**config.mk**
```make
export PLATFORM = sky130hd
export DESIGN_NAME = program_loader
export DESIGN_NICKNAME = d
export VERILOG_FILES = /design/src/rtl/program_loader.sv
export SDC_FILE = /design/constraint.sdc
export NUM_CORES = 1
export LEC_CHECK = 0
export CORE_UTILIZATION = 48
export CTS_BUF_LIST = sky130_fd_sc_hd__clkbuf_8
export CTS_CLUSTER_DIAMETER = 100
export DETAILED_ROUTE_END_ITERATION = 16
export PLACE_DENSITY = 0.89
export SKIP_CTS_REPAIR_TIMING = 1
export SKIP_LAST_GASP = 1
export SLEW_MARGIN = 30
export SYNTH_ARGS = -nofsm -noshare
export SYNTH_HDL_FRONTEND = slang
export SYNTH_SLANG_ARGS = --single-unit
```
**constraint.sdc**
```tcl
create_clock -name clk -period 2.9 [get_ports clk]
set_input_delay 0.58 -clock clk [delete_from_list [all_inputs] [get_ports clk]]
set_output_delay 0.58 -clock clk [all_outputs]
set_load 0.03 [all_outputs]
```
**src/rtl/program_loader.sv**
```systemverilog
// Streams segmented program images (header + data words) into instruction memory,
// then hands control to the CPU once an end marker arrives.
module program_loader #(
  parameter int DATA_W = 32,
  parameter int ADDR_W = 11
) (
  input  logic              clk,
  input  logic              reset,
  input  logic              start,
  input  logic              reload,
  input  logic              s_valid,
  output logic              s_ready,
  input  logic [DATA_W-1:0] s_data,
  output logic              w_enable,
  output logic [ADDR_W-1:0] w_adrs,
  output logic [DATA_W-1:0] w_instruction,
  output logic              cpu_en,
  output logic              error,
  output logic [ADDR_W:0]   words_loaded
);

  localparam logic [ADDR_W:0]   DEPTH     = {1'b1, {ADDR_W{1'b0}}};
  localparam logic [ADDR_W-1:0] ADDR_ONE  = {{(ADDR_W-1){1'b0}}, 1'b1};
  localparam logic [ADDR_W:0]   COUNT_ONE = {{ADDR_W{1'b0}}, 1'b1};

  typedef enum logic [2:0] {IDLE, HDR, DATA, RUN, ERR} state_t;

  state_t            state;
  logic [ADDR_W-1:0] adrs;
  logic [ADDR_W-1:0] remaining;
  logic [ADDR_W-1:0] hdr_base;
  logic [ADDR_W-1:0] hdr_len;
  logic [ADDR_W:0]   hdr_end;
  logic              accept;

  assign hdr_base = s_data[ADDR_W-1:0];
  assign hdr_len  = s_data[2*ADDR_W-1:ADDR_W];
  // One extra bit so a segment ending exactly at the top of memory is representable.
  assign hdr_end  = {1'b0, hdr_base} + {1'b0, hdr_len};

  assign s_ready = (state == HDR) || (state == DATA);
  assign accept  = s_valid && s_ready;

  always_ff @(posedge clk or posedge reset) begin
    if (reset) begin
      state         <= IDLE;
      adrs          <= '0;
      remaining     <= '0;
      w_enable      <= 1'b0;
      w_adrs        <= '0;
      w_instruction <= '0;
      cpu_en        <= 1'b0;
      error         <= 1'b0;
      words_loaded  <= '0;
    end else begin
      w_enable <= 1'b0;
      case (state)
        IDLE: begin
          if (start) begin
            state        <= HDR;
            error        <= 1'b0;
            words_loaded <= '0;
          end
        end

        HDR: begin
          if (accept) begin
            if (hdr_len == '0) begin
              state  <= RUN;
              cpu_en <= 1'b1;
            end else if (hdr_end > DEPTH) begin
              state <= ERR;
              error <= 1'b1;
            end else begin
              state     <= DATA;
              adrs      <= hdr_base;
              remaining <= hdr_len;
            end
          end
        end

        DATA: begin
          if (accept) begin
            w_enable      <= 1'b1;
            w_adrs        <= adrs;
            w_instruction <= s_data;
            adrs          <= adrs + ADDR_ONE;
            remaining     <= remaining - ADDR_ONE;
            words_loaded  <= words_loaded + COUNT_ONE;
            if (remaining == ADDR_ONE) begin
              state <= HDR;
            end
          end
        end

        RUN: begin
          if (reload) begin
            state        <= HDR;
            cpu_en       <= 1'b0;
            error        <= 1'b0;
            words_loaded <= '0;
          end
        end

        ERR: begin
          if (start || reload) begin
            state        <= HDR;
            error        <= 1'b0;
            words_loaded <= '0;
          end
        end

        default: begin
          state <= IDLE;
        end
      endcase
    end
  end

endmodule

```
==> impl_metrics.csv, run 1 <==
group,metric,value,unit
clock_network,clockRootBuffer,"clkbuf_8",
critical_path,start_kind,"input port",
yosys,ys_seq_elements,83,
floorplanning,dieArea,10000,sq um
run_status,status,"finished, violations left",
routing,via_per_inst,5.81,
power_and_ir_drop,power_density,888,nW/um^2
sta,hold_viol_final,0,
yosys,synth_edf_count,0,
clock_network,clk_pin_slew_worst_paths,90,ps
yosys,synth_top_cell_by_area,"dfrtp_1",
yosys,synth_cell_types,63,
sta,max_freq,0.319,GHz
placement,postPlaceCellArea,6240,sq um
yosys,synth_area,4630,sq um
final_layout,final_design_area_no_fill,6740,sq um
floorplanning,rows,35,
yosys,async_flop_share,100,%
critical_path,crit_fanout,7,
critical_path,worst_path_max_delay_cell,"or4_4",
sta,post-route-period-util,108,%
job,cap_violations,0,
global_routing,grt_pass1_wl,21800,microns
clock_network,cts-buffers-inserted,9,
floorplanning,die_w,100,microns
clock_network,tritoncts,"done",
sta,layout_min_cycle_time,3140,ps
clock_network,clk_latency,370,ps
yosys,synth_top_area_share,44.9,%
final_layout,fillers,680,
sta,rsz0062_at_grt,"yes",
placement,gp_congestion,0.920,
global_routing,grt_pass1_vias,4489,
critical_path,crit_top_cell,"or4_4",
placement,dp_hpwl,10200,microns
sta,fin_ws,-236,ps
clock_network,h-tree-depth,3,
critical_path,critPathRequiredTime,3170,ps
critical_path,endpoint_kind,"register",
critical_path,cp_slowest_stage_delay,510,ps
floorplanning,initial_utilization,49.9,%
yosys,post_synth.cell_area_avg,8.61,sq um
yosys,ys_seq_area_share,44.9,%
sta,setup_viol_count_final,25,
floorplanning,coreArea,9280,sq um
floorplanning,ios,96,
final_layout,drive_gt1_share,20.7,%
final_layout,final_cell_mix,"nand2_1, dfrtp_1, clkdlybuf4s50_1, buf_4, nor2_1",
sta,worst_pin_slew,504,ps
final_layout,fin_nets,757,
power_and_ir_drop,p_leak,3.14,nW
global_routing,grt_max_degree,59,
routing,drcViolationCount,0,
final_layout,area_growth,45.5,%
power_and_ir_drop,irDropWorstVdd,0.494,mV
clock_network,clkSinkCount,83,
routing,vias,4866,
routing,wl_per_cell,17.5,microns
yosys,synth_nets,591,
power_and_ir_drop,finalPower,5.98,mW
floorplanning,fp.dieH,100,microns
yosys,synthCells,538,
routing,antenna_left,0,
sta,skew,8.88,ps
critical_path,arrival,3400,ps
routing,drt_iter0_drc,490,
critical_path,crit_path_cell_trace,"buf_8 > ha_4 > fa_2 > or4_4 > or4_4 > nor4_4 > nand2_2 > o31a_1 > buf_4 > a221oi_1",
yosys,synth-warning-count,0,
run_status,violations,"setup timing",
global_routing,grt.total_usage,27.9,%
routing,drt-pass1-iter-count,6,
global_routing,antenna_found_initial,0,
yosys,synthFlopType,"dfrtp_1",
final_layout,layout_commonest_cell,"nand2_1",
routing,routed_wl,14600,microns
sta,drv_slew,0,
sta,slew_headroom,66.3,%
hold_path,hp-class,"register to register",
clock_network,clk_path_buf_depth,2,
global_routing,gr-total-overflow,0,
placement,io_buffers,95,
final_layout,diodes,0,
critical_path,path_class,"input port to register",
yosys,netlist_top_cells_area,"dfrtp_1, nand2_1, ha_1, a21oi_1, o21ai_0",
-- per-layer routing --
layer	vias up	part of all wire, %	GRT usage (%)
met2	248	48	45.7
li1	2230	-	-
met4	0	3.8	11.3
met3	48	7.1	5.57
met1	2340	41	36.3
met5	-	0	0
-- critical path: cells and delay by family --
kind                       cells  cell delay, ps
and+or+nand+nor                4            1400
AOI/OAI and AO/OA              2             570
adders and majority gates      2             560
buffers and inverters          2             290
-- sequential cells by signal, summed over array words and instances, names as in the netlist --
register and cells:
w_instruction 32, remaining 11, words_loaded 12, w_enable 1, adrs 11, state 3, w_adrs 11, error 1
cpu_en 1
-- report_power, final --
| group | internal (mW) | leakage [nW] | switching, mW |
|---|---|---|---|
| logic | 1.33 | 1.99 | 1.77 |
| clock network | 0.344 | 0.0985 | 0.475 |
| registers | 1.62 | 1.04 | 0.442 |
-- Yosys cell counts, types with 2 or more instances --
library cell	instances
xor2_1	5
o41ai_1	5
o2111ai_1	2
and3_1	3
a211o_1	2
nor4_1	10
ha_1	15
buf_1	2
a21oi_1	28
inv_1	27
a22oi_1	4
nand2_1	140
or4_1	3
o2bb2ai_1	2
xnor2_1	4
dfrtp_1	83
clkbuf_1	17
a221oi_2	2
or3_1	6
nand4_1	5
o31ai_1	6
nand3_1	21
nor2_1	35
a2bb2oi_1	4
a31oi_1	3
o22ai_1	11
buf_6	2
nor3b_1	2
o31a_1	3
o21ai_0	27
mux2i_1	4
o22ai_2	8
nor3_1	12
nand2b_1	4
a21o_1	3
-- stage by stage --
stage	hold WS [ps]	instances	utilization [%]	setup WS, ps	TNS [ps]
after floorplan	461	538	-	-306	-4660
after global placement	457	816	67.2	-901	-20430
after detailed placement	461	816	67.2	-972	-21900
after CTS	484	832	69.2	-587	-12660
after global routing	511	838	72.6	-309	-5870
final	479	838	72.6	-236	-4320
-- logic make-up after synthesis --
group / count (synthesis) / share of synthesized area, %
buffers and inverters: 51 / 4.73
flip-flops: 83 / 44.9
AND/OR/NAND/NOR: 251 / 24.3
AO/OA/AOI/OAI: 124 / 19.0
adder cells (fa/ha/maj): 16 / 4.49
XOR/XNOR: 9 / 1.70
multiplexers: 4 / 0.865
-- area by class of cell --
cell class / instances / area, sq um / share of cell area (%)
clock buffer: 10 / 138 / 2.04
clock inverter: 6 / 47.5 / 0.706
inverter: 28 / 106 / 1.58
multi-input combinational: 404 / 2560 / 38.1
sequential: 83 / 2080 / 30.8
tap: 129 / 161 / 2.40
timing repair buffer: 178 / 1640 / 24.4
-- path summary, 6_finish.rpt --
check                             startpoint                 to  slack, ps  cells past startpoint
setup / recovery                  s_data[11]            adrs[2]       -240                     10
hold / removal             w_instruction[23]  w_instruction[23]        480                      2
setup reg to reg                    state[1]       remaining[1]        500                     10
hold reg to reg            w_instruction[23]  w_instruction[23]        480                      2
max in group asynchronous              reset  w_instruction[10]       1680                      3
min in group asynchronous              reset          w_adrs[0]        550                      2
No activity file was read; power rests on OpenSTA's default activity.
==> run 2, diff against run 1 <==
--- a/config.mk
+++ b/config.mk
@@ -5,11 +5,12 @@
 export SDC_FILE = /design/constraint.sdc
 export NUM_CORES = 1
 export LEC_CHECK = 0
-export CORE_UTILIZATION = 48
+export CORE_UTILIZATION = 39
 export CTS_BUF_LIST = sky130_fd_sc_hd__clkbuf_8
 export CTS_CLUSTER_DIAMETER = 100
 export DETAILED_ROUTE_END_ITERATION = 16
-export PLACE_DENSITY = 0.89
+export GPL_ROUTABILITY_DRIVEN = 0
+export PLACE_DENSITY = 0.76
 export SKIP_CTS_REPAIR_TIMING = 1
 export SKIP_LAST_GASP = 1
 export SLEW_MARGIN = 30
==> run 2 against run 1 <==
Effect of this change: worst setup slack improved by 51 ps; largest power group unchanged; sequential cell count did not move; register-to-register slack improved by 90 ps; critical path type unchanged; the flow finishes with violations (DRC, setup timing); critical endpoint is now adrs[6]; cell count rose by 1.8%.
==> impl_metrics.csv, run 2 (synthesized netlist as in run 1, its figures left out) <==
group,metric,value,unit
run_status,status,"finished, violations left",
run_status,violations,"DRC, setup timing",
final_layout,largest_reg_flops,32,
final_layout,fin_nets,758,
hold_path,holdPathStages,2,
global_routing,grt.total_usage,23.3,%
routing,drcViolationCount,23,
sta,hold_viol_final,0,
routing,dr.max_layer_used,"met4",
critical_path,rr_worst_depth,8,
sta,rsz0062_at_grt,"yes",
critical_path,path_class,"input port to register",
final_layout,layout_commonest_cell,"nand2_1",
critical_path,worst-r2r-setup-slack,590,ps
critical_path,cp_num_cells,10,
critical_path,critPathRequiredTime,3190,ps
power_and_ir_drop,irDropWorstVdd,0.553,mV
clock_network,tritoncts,"done",
final_layout,largest_registers,"w_instruction x32, words_loaded x12",
routing,met2_length,6780,microns
final_layout,final_design_area_no_fill,6710,sq um
critical_path,critical_path_buf_inv_count,2,
sta,post-route-period-util,106,%
routing,wl_met3,952,microns
final_layout,diodes,0,
floorplanning,initial_utilization,40.2,%
placement,dp_hpwl,10300,microns
clock_network,clockRootBuffer,"clkbuf_8",
critical_path,crit_fanout,5,
global_routing,grt_max_degree,51,
clock_network,clk_pin_slew_worst_paths,90,ps
critical_path,start_kind,"input port",
floorplanning,dieArea,12300,sq um
final_layout,drive_gt1_share,19.7,%
critical_path,crit_path_cell_trace,"buf_8 > ha_4 > fa_2 > or4_1 > or4_4 > nor4_4 > nand2_2 > o31ai_4 > buf_6 > a2bb2oi_1",
final_layout,fin_cells,853,
sta,fin_ws,-186,ps
floorplanning,fp.dieH,111,microns
critical_path,endpoint_kind,"register",
final_layout,final_cell_mix,"nand2_1, dfrtp_1, clkdlybuf4s50_1",
final_layout,finish.utilization,58.2,%
routing,antenna_left,0,
clock_network,clk_latency,370,ps
routing,vias,4769,
routing,routed_wl,14400,microns
routing,via_per_inst,5.59,
floorplanning,coreArea,11500,sq um
final_layout,area_growth,44.8,%
placement,place_inst,831,
job,cap_violations,0,
routing,wl_per_cell,16.8,microns
sta,max_freq,0.324,GHz
routing,drt_iter0_drc,531,
global_routing,grt_pass1_wl,22800,microns
global_routing,antenna_found_initial,0,
sta,drv_slew,0,
hold_path,hold_path_end,"w_instruction[31]",
sta,worst_pin_slew,671,ps
floorplanning,die_w,111,microns
placement,io_buffers,95,
routing,wl_met1,6150,microns
critical_path,cp_slowest_stage_delay,500,ps
critical_path,crit_path_start,"s_data[0]",
floorplanning,ios,96,
global_routing,grt_pass1_vias,4565,
placement,postPlaceCellArea,6280,sq um
clock_network,cts-buffers-inserted,9,
hold_path,hp-class,"register to register",
critical_path,r2r_start,"state[0]",
floorplanning,rows,39,
critical_path,worst_path_max_delay_cell,"or4_1",
placement,dp_slack,-988,ps
final_layout,regMostFlops,"w_instruction",
clock_network,clk_path_buf_depth,2,
clock_network,h-tree-depth,3,
global_routing,gr-total-overflow,0,
clock_network,clkSinkCount,83,
critical_path,crit_family,"simple AND/OR/NAND/NOR gates",
sta,slew_headroom,55.2,%
sta,skew,6.82,ps
routing,drt-pass1-iter-count,11,
sta,layout_min_cycle_time,3090,ps
critical_path,arrival,3370,ps
sta,whs,480,ps
critical_path,rr_endpoint,"remaining[5]",
power_and_ir_drop,p_leak,3.12,nW
sta,setup_viol_count_final,23,
hold_path,hp-start,"w_instruction[31]",
power_and_ir_drop,power_density,875,nW/um^2
==> run 2: area by class of cell <==
type                       count  area [sq um]
clock buffer                  12           165
sequential                    83          2080
fill                        1016          4810
inverter                      28           106
tap                          143           179
multi-input combinational    404          2480
clock inverter                 4          31.3
timing repair buffer         179          1670
==> run 2: worst register-to-register path, stage by stage, from the launching register on <==
cell and delay, ps:
dfrtp_1 590, nand2b_1 190, nor2_1 250, a21o_1 250, nor3_1 100, a21oi_1 200
o31a_1 270, buf_2 240, o22ai_2 100
==> run 2: metal layers <==
metal | up-vias | GRT usage, %
met4 | 0 | 7.95
met1 | 2278 | 30.8
met3 | 37 | 4.92
met5 | - | 0
met2 | 225 | 37.9
li1 | 2229 | -
==> run 2: how the worst max path moves through the flow <==
stage | end | slack (ps)
after detailed placement | remaining[2] | -990
after global placement | adrs[2] | -900
after CTS | remaining[2] | -610
after global routing | adrs[6] | -260
final | adrs[6] | -190
after floorplan | remaining[4] | -310
==> run 2: metrics by stage <==
stage	power, mW	setup TNS [ps]
6_report	5.87	-2730
2_1_floorplan	3.73	-4660
5_1_grt	6.22	-4280
4_1_cts	5.80	-12980
3_3_place_gp	4.84	-20870
3_5_place_dp	4.94	-22420
==> run 2: where the power goes <==
group | leakage, nW | switching [mW] | internal [mW]
registers | 1.04 | 0.431 | 1.62
logic | 1.99 | 1.70 | 1.29
clock network | 0.0913 | 0.450 | 0.385
